[src/rtl/ntt_butterfly_iter.sv]
// rtl/ntt_butterfly_iter.sv - iterative Cooley-Tukey NTT butterfly with bit-serial modular multiplier
module ntt_butterfly_iter #(
    parameter int D_WIDTH = 32
) (
    input  logic               clk,
    input  logic               rst,
    input  logic               in_valid,
    output logic               in_ready,
    input  logic [D_WIDTH-1:0] in_a,
    input  logic [D_WIDTH-1:0] in_b,
    input  logic [D_WIDTH-1:0] in_w,
    input  logic [D_WIDTH-1:0] modulus,
    output logic               out_valid,
    input  logic               out_ready,
    output logic [D_WIDTH-1:0] out_sum,
    output logic [D_WIDTH-1:0] out_diff
);

    localparam int CW = (D_WIDTH > 1) ? $clog2(D_WIDTH) : 1;
    localparam logic [CW-1:0] CNT_LAST = CW'(D_WIDTH - 1);

    typedef enum logic [1:0] {
        IDLE,
        MUL,
        DONE
    } state_t;

    state_t state;
    state_t state_nxt;

    // Operands latched at accept so upstream may change them afterwards
    logic [D_WIDTH-1:0] a_r;
    logic [D_WIDTH-1:0] b_r;
    logic [D_WIDTH-1:0] w_r;
    logic [D_WIDTH-1:0] q_r;
    logic [D_WIDTH-1:0] acc_r;
    logic [CW-1:0]      cnt_r;
    logic [D_WIDTH-1:0] sum_r;
    logic [D_WIDTH-1:0] diff_r;

    // One extra bit of headroom: 2*acc and t+b stay below 2q <= 2^(D_WIDTH+1)
    logic [D_WIDTH:0]   q_ext;
    logic [D_WIDTH:0]   dbl;
    logic [D_WIDTH:0]   dbl_red;
    logic [D_WIDTH:0]   add;
    logic [D_WIDTH:0]   add_red;
    logic [D_WIDTH-1:0] prod;
    logic [D_WIDTH:0]   a_plus_p;
    logic [D_WIDTH:0]   sum_red;
    logic [D_WIDTH-1:0] sum_val;
    logic [D_WIDTH-1:0] diff_val;

    logic accept;
    logic last_bit;
    logic release_out;

    assign in_ready    = (state == IDLE);
    assign out_valid   = (state == DONE);
    assign out_sum     = sum_r;
    assign out_diff    = diff_r;

    assign accept      = (state == IDLE) && in_valid;
    assign last_bit    = (cnt_r == '0);
    assign release_out = (state == DONE) && out_ready;

    // One interleaved multiplier step (MSB first) plus the final ModAdd/ModSub on the product
    always_comb begin
        q_ext    = {1'b0, q_r};
        dbl      = {acc_r, 1'b0};
        dbl_red  = (dbl >= q_ext) ? (dbl - q_ext) : dbl;
        add      = w_r[cnt_r] ? (dbl_red + {1'b0, b_r}) : dbl_red;
        add_red  = (add >= q_ext) ? (add - q_ext) : add;
        prod     = D_WIDTH'(add_red);
        a_plus_p = {1'b0, a_r} + {1'b0, prod};
        sum_red  = (a_plus_p >= q_ext) ? (a_plus_p - q_ext) : a_plus_p;
        sum_val  = D_WIDTH'(sum_red);
        // Wrapping D_WIDTH arithmetic gives the correct residue since the true result is below q
        diff_val = (a_r >= prod) ? (a_r - prod) : (a_r - prod + q_r);
    end

    // State register
    always_ff @(posedge clk) begin
        if (rst) begin
            state <= IDLE;
        end else begin
            state <= state_nxt;
        end
    end

    // Next-state logic
    always_comb begin
        state_nxt = state;
        case (state)
            IDLE: begin
                if (accept) begin
                    state_nxt = MUL;
                end
            end
            MUL: begin
                if (last_bit) begin
                    state_nxt = DONE;
                end
            end
            DONE: begin
                if (release_out) begin
                    state_nxt = IDLE;
                end
            end
            default: begin
                state_nxt = IDLE;
            end
        endcase
    end

    // Operand latch, multiplier accumulator/counter and result registers
    always_ff @(posedge clk) begin
        if (rst) begin
            a_r    <= '0;
            b_r    <= '0;
            w_r    <= '0;
            q_r    <= '0;
            acc_r  <= '0;
            cnt_r  <= '0;
            sum_r  <= '0;
            diff_r <= '0;
        end else begin
            case (state)
                IDLE: begin
                    if (accept) begin
                        a_r   <= in_a;
                        b_r   <= in_b;
                        w_r   <= in_w;
                        q_r   <= modulus;
                        acc_r <= '0;
                        cnt_r <= CNT_LAST;
                    end
                end
                MUL: begin
                    acc_r <= prod;
                    if (last_bit) begin
                        sum_r  <= sum_val;
                        diff_r <= diff_val;
                    end else begin
                        cnt_r <= cnt_r - 1'b1;
                    end
                end
                default: begin
                end
            endcase
        end
    end

endmodule

[config.mk]
export PLATFORM = sky130hd
export DESIGN_NAME = ntt_butterfly_iter
export DESIGN_NICKNAME = d
export VERILOG_FILES = /design/src/rtl/ntt_butterfly_iter.sv
export SDC_FILE = /design/constraint.sdc
export NUM_CORES = 1
export LEC_CHECK = 0
export CAP_MARGIN = 15
export CORE_ASPECT_RATIO = 1.4
export CORE_MARGIN = 5
export CORE_UTILIZATION = 50
export DETAILED_ROUTE_END_ITERATION = 6
export MAX_ROUTING_LAYER = met4
export PLACE_DENSITY_LB_ADDON = 0.08
export SETUP_SLACK_MARGIN = 0.15
export SYNTH_ARGS = -nofsm -noshare
export SYNTH_HDL_FRONTEND = slang
export SYNTH_SLANG_ARGS = --single-unit
[constraint.sdc]
create_clock -name clk -period 14.7 [get_ports clk]
set_input_delay 2.94 -clock clk [delete_from_list [all_inputs] [get_ports clk]]
set_output_delay 2.94 -clock clk [all_outputs]
set_load 0.01 [all_outputs]
==> out/metrics.csv, run 1 <==
stage;metric;value;unit
cells_and_area;fin_area;25100;µm²
timing;timing.fmax;0.0723;GHz
setup_path;reg2reg_slack;0.87;ns
timing;final_max_slew_viol_count;0;
place;detailed_place.area;24100;µm²
cts;root_buffer;clkbuf_16;
floorplan;num_rows;90;
setup_path;crit_buf_inv;5;
floorplan;pin_count;198;
logic_synthesis;synth_edf_count;0;
logic_synthesis;syn_nets;3263;
cts;clock-sinks;231;
grt;grt_pass1_wl;112000;µm
cts;cts_buffers;27;
cts;cts_buffer_depth;3;
logic_synthesis;synth_seq_area_share;21.4;%
run_status;outcome;finished, final reports clean;
place;place_congestion;0.981;
logic_synthesis;post_synth.cell_area_avg;7.46;µm²
cts;tritoncts;yes;
setup_path;critPathSlowestCell;a311o_2;
cts;ctsHoldBuffers;0;
logic_synthesis;synthTopCellsByCount;474 x nand2_1, 386 x a21oi_1, 231 x dfxtp_1;
setup_path;critical_path_depth;55;
setup_path;critical_path.endpoint_type;flip-flop;
timing;setup_viol;0;
grt;grt_pass1_vias;21114;
grt;track_usage;29.9;%
setup_path;crit_arrival;14.35;ns
drt;vias;21624;
logic_synthesis;yosysWarningCount;0;
min_path;hold_class;reg -> reg;
cells_and_area;post-route-util;58.5;%
timing;tightestPinTransition;1.05;ns
setup_path;r2r_cells;55;
floorplan;die_w;186;µm
timing;clock_skew;0.0139;ns
logic_synthesis;netlist_instances;2896;
drt;drt_iter0_markers;1321;
cts;clkTransAtPathRegs;0.06;ns
setup_path;crit_top_cell;ha_1;
drt;ant_nets;0;
flow_run;maxCapViolCount;0;
setup_path;start_kind;flip-flop;
floorplan;core_area;42900;µm²
logic_synthesis;netlist.area_leader.share;21.4;%
timing;period_needed;13.83;ns
grt;grt_max_degree;80;
logic_synthesis;synthesis.area;21600;µm²
timing;rsz0062_at_grt;true;
floorplan;die_area;47500;µm²
setup_path;cp-endpoint;out_sum[0];
setup_path;setup.worst_path.start;q_r[1];
cells_and_area;drive_gt1_share;6.10;%
timing;max_slew_margin;29.1;%
place;io_buffers;197;
timing;hold_viol_final;0;
logic_synthesis;yosysUniqueCellTypes;85;
setup_path;path_class;reg -> reg;
drt;first_pass_iters;5;
setup_path;rr_startpoint;q_r[1];
floorplan;initial_core_util;50.3;%
floorplan;die_y;256;µm
logic_synthesis;yosysMostFrequentCell;nand2_1;
cells_and_area;final_nets;3399;
place;dp_hpwl;58100;µm
setup_path;slowest_delay;0.47;ns
setup_path;cp_max_fo;38;
drt;viasPerCell;6.00;
cts;htree_levels;1;
setup_path;cpLargestDelayFamily;compound AO/OA/AOI/OAI gates;
logic_synthesis;synth.largest_area_cell;dfxtp_1;
drt;drcViolationCount;0;
drt;avgRoutedWirePerCell;20.0;µm
logic_synthesis;ys_top_cells_by_area;dfxtp_1 21%, ha_1 13%, a21oi_1 8.9%;
timing;finalSetupTns;0;ns
grt;antenna_found_initial;0;
logic_synthesis;synthFlopType;dfxtp_1;
timing;timing.hold.ws;0.453;ns
cells_and_area;syn2layout_area_growth;16.2;%
drt;route.final.wire_length;72000;µm
logic_synthesis;synth-seq-cells;231;
setup_path;r2r-end;out_sum[0];
setup_path;required;15.22;ns
cells_and_area;diodes;0;
logic_synthesis;ys_async_sr_fraction;0;%
timing;fin_crit_sh;94.1;%
cts;clock_latency;0.59;ns
grt;gr-total-overflow;0;
==> per-layer routing <==
metal | track usage [%] | up-vias | share of wire [%] | routed length [µm]
li1 | - | 10644 | - | -
met1 | 37.9 | 10116 | 43 | 31000
met2 | 49.6 | 716 | 47 | 34100
met3 | 2.53 | 148 | 5.5 | 3970
met4 | 10.8 | 0 | 4.1 | 2970
met5 | - | - | 0 | 0
==> through the flow <==
stage / std cells / setup WS (ns)
6_report: 3602 / 0.867
5_1_grt: 3602 / 0.140
4_1_cts: 3601 / 0.294
3_5_place_dp: 3554 / 0.342
3_3_place_gp: 3554 / 0.470
2_1_floorplan: 2896 / 2.20
==> what timing repair did <==
action / 4_1_cts / 5_1_grt
endpoints found under the setup margin: 0 / 37
setup buffers: 0 / 1
gates resized for setup: 0 / 13
endpoints found under the hold margin: 0 / 0
==> sequential cells by signal, indices dropped and copies added (netlist names) <==
signal	cells
acc_r	32
b_r	32
a_r	32
q_r	32
state	2
cnt_r	5
out_diff	32
out_sum	32
w_r	32
==> cell type report <==
| type | instances | area [µm²] |
|---|---|---|
| Tap cell | 552 | 691 |
| Clock buffer | 36 | 759 |
| Inverter | 120 | 450 |
| Fill cell | 4003 | 17800 |
| Timing Repair Buffer | 249 | 2390 |
| Sequential cell | 231 | 4630 |
| Clock inverter | 11 | 168 |
| Multi-Input combinational cell | 2403 | 16000 |
==> cells by family after synthesis <==
logic type / synth area share (%)
adder cells (fa/ha/maj): 13.9
multiplexers: 4.42
XOR/XNOR: 8.11
AND/OR/NAND/NOR: 20.0
AO/OA/AOI/OAI: 27.4
buffers and inverters: 4.87
flip-flops: 21.4
==> worst register-to-register path, delay by kind of cell, from the launching register on <==
| kind | cells | cell delay, ns |
|---|---|---|
| compound gates | 32 | 8.08 |
| simple gates | 9 | 1.53 |
| fa+ha+maj | 5 | 1.82 |
| xor+xnor | 2 | 0.41 |
| buf+inv | 5 | 0.95 |
| mux | 2 | 0.52 |
| flops | 1 | 0.45 |
==> placed cells by master (no fill, tap or decap), types with 27 or more instances in the layout <==
master / instances
a211oi_1: 52
a21o_1: 66
a21oi_1: 386
buf_4: 50
clkbuf_16: 27
clkdlybuf4s50_1: 196
dfxtp_1: 230
ha_1: 226
inv_1: 120
mux2_2: 32
mux2i_1: 29
nand2_1: 473
nand2b_1: 31
nand3_1: 41
nand4_1: 29
nor2_1: 205
nor3_1: 31
o211ai_1: 32
o21a_1: 35
o21ai_0: 119
o21bai_1: 37
xnor2_1: 125
xor2_1: 70
==> worst min-delay path by stage <==
stage	end	slack, ns	from	cells past startpoint
after detailed placement	out_diff[0]	0.45	out_diff[0]	2
after floorplan	w_r[12]	0.43	w_r[12]	2
after global routing	w_r[6]	0.47	w_r[6]	2
after global placement	out_diff[23]	0.44	out_diff[23]	2
after CTS	out_diff[22]	0.45	out_diff[22]	2
final	out_diff[22]	0.45	out_diff[22]	2
Power of run 1 is left out: the tool's default activity adds up to more than one toggle a clock period on the data nets, which glitch-free logic cannot reach.
==> run 2, diff against run 1 <==
Settings changed: SLEW_MARGIN set to 20.
==> results of run 2 <==
Same layout as run 1: the final DEF is identical, and so are final timing and power.
Power of run 2 is left out for the same reason.
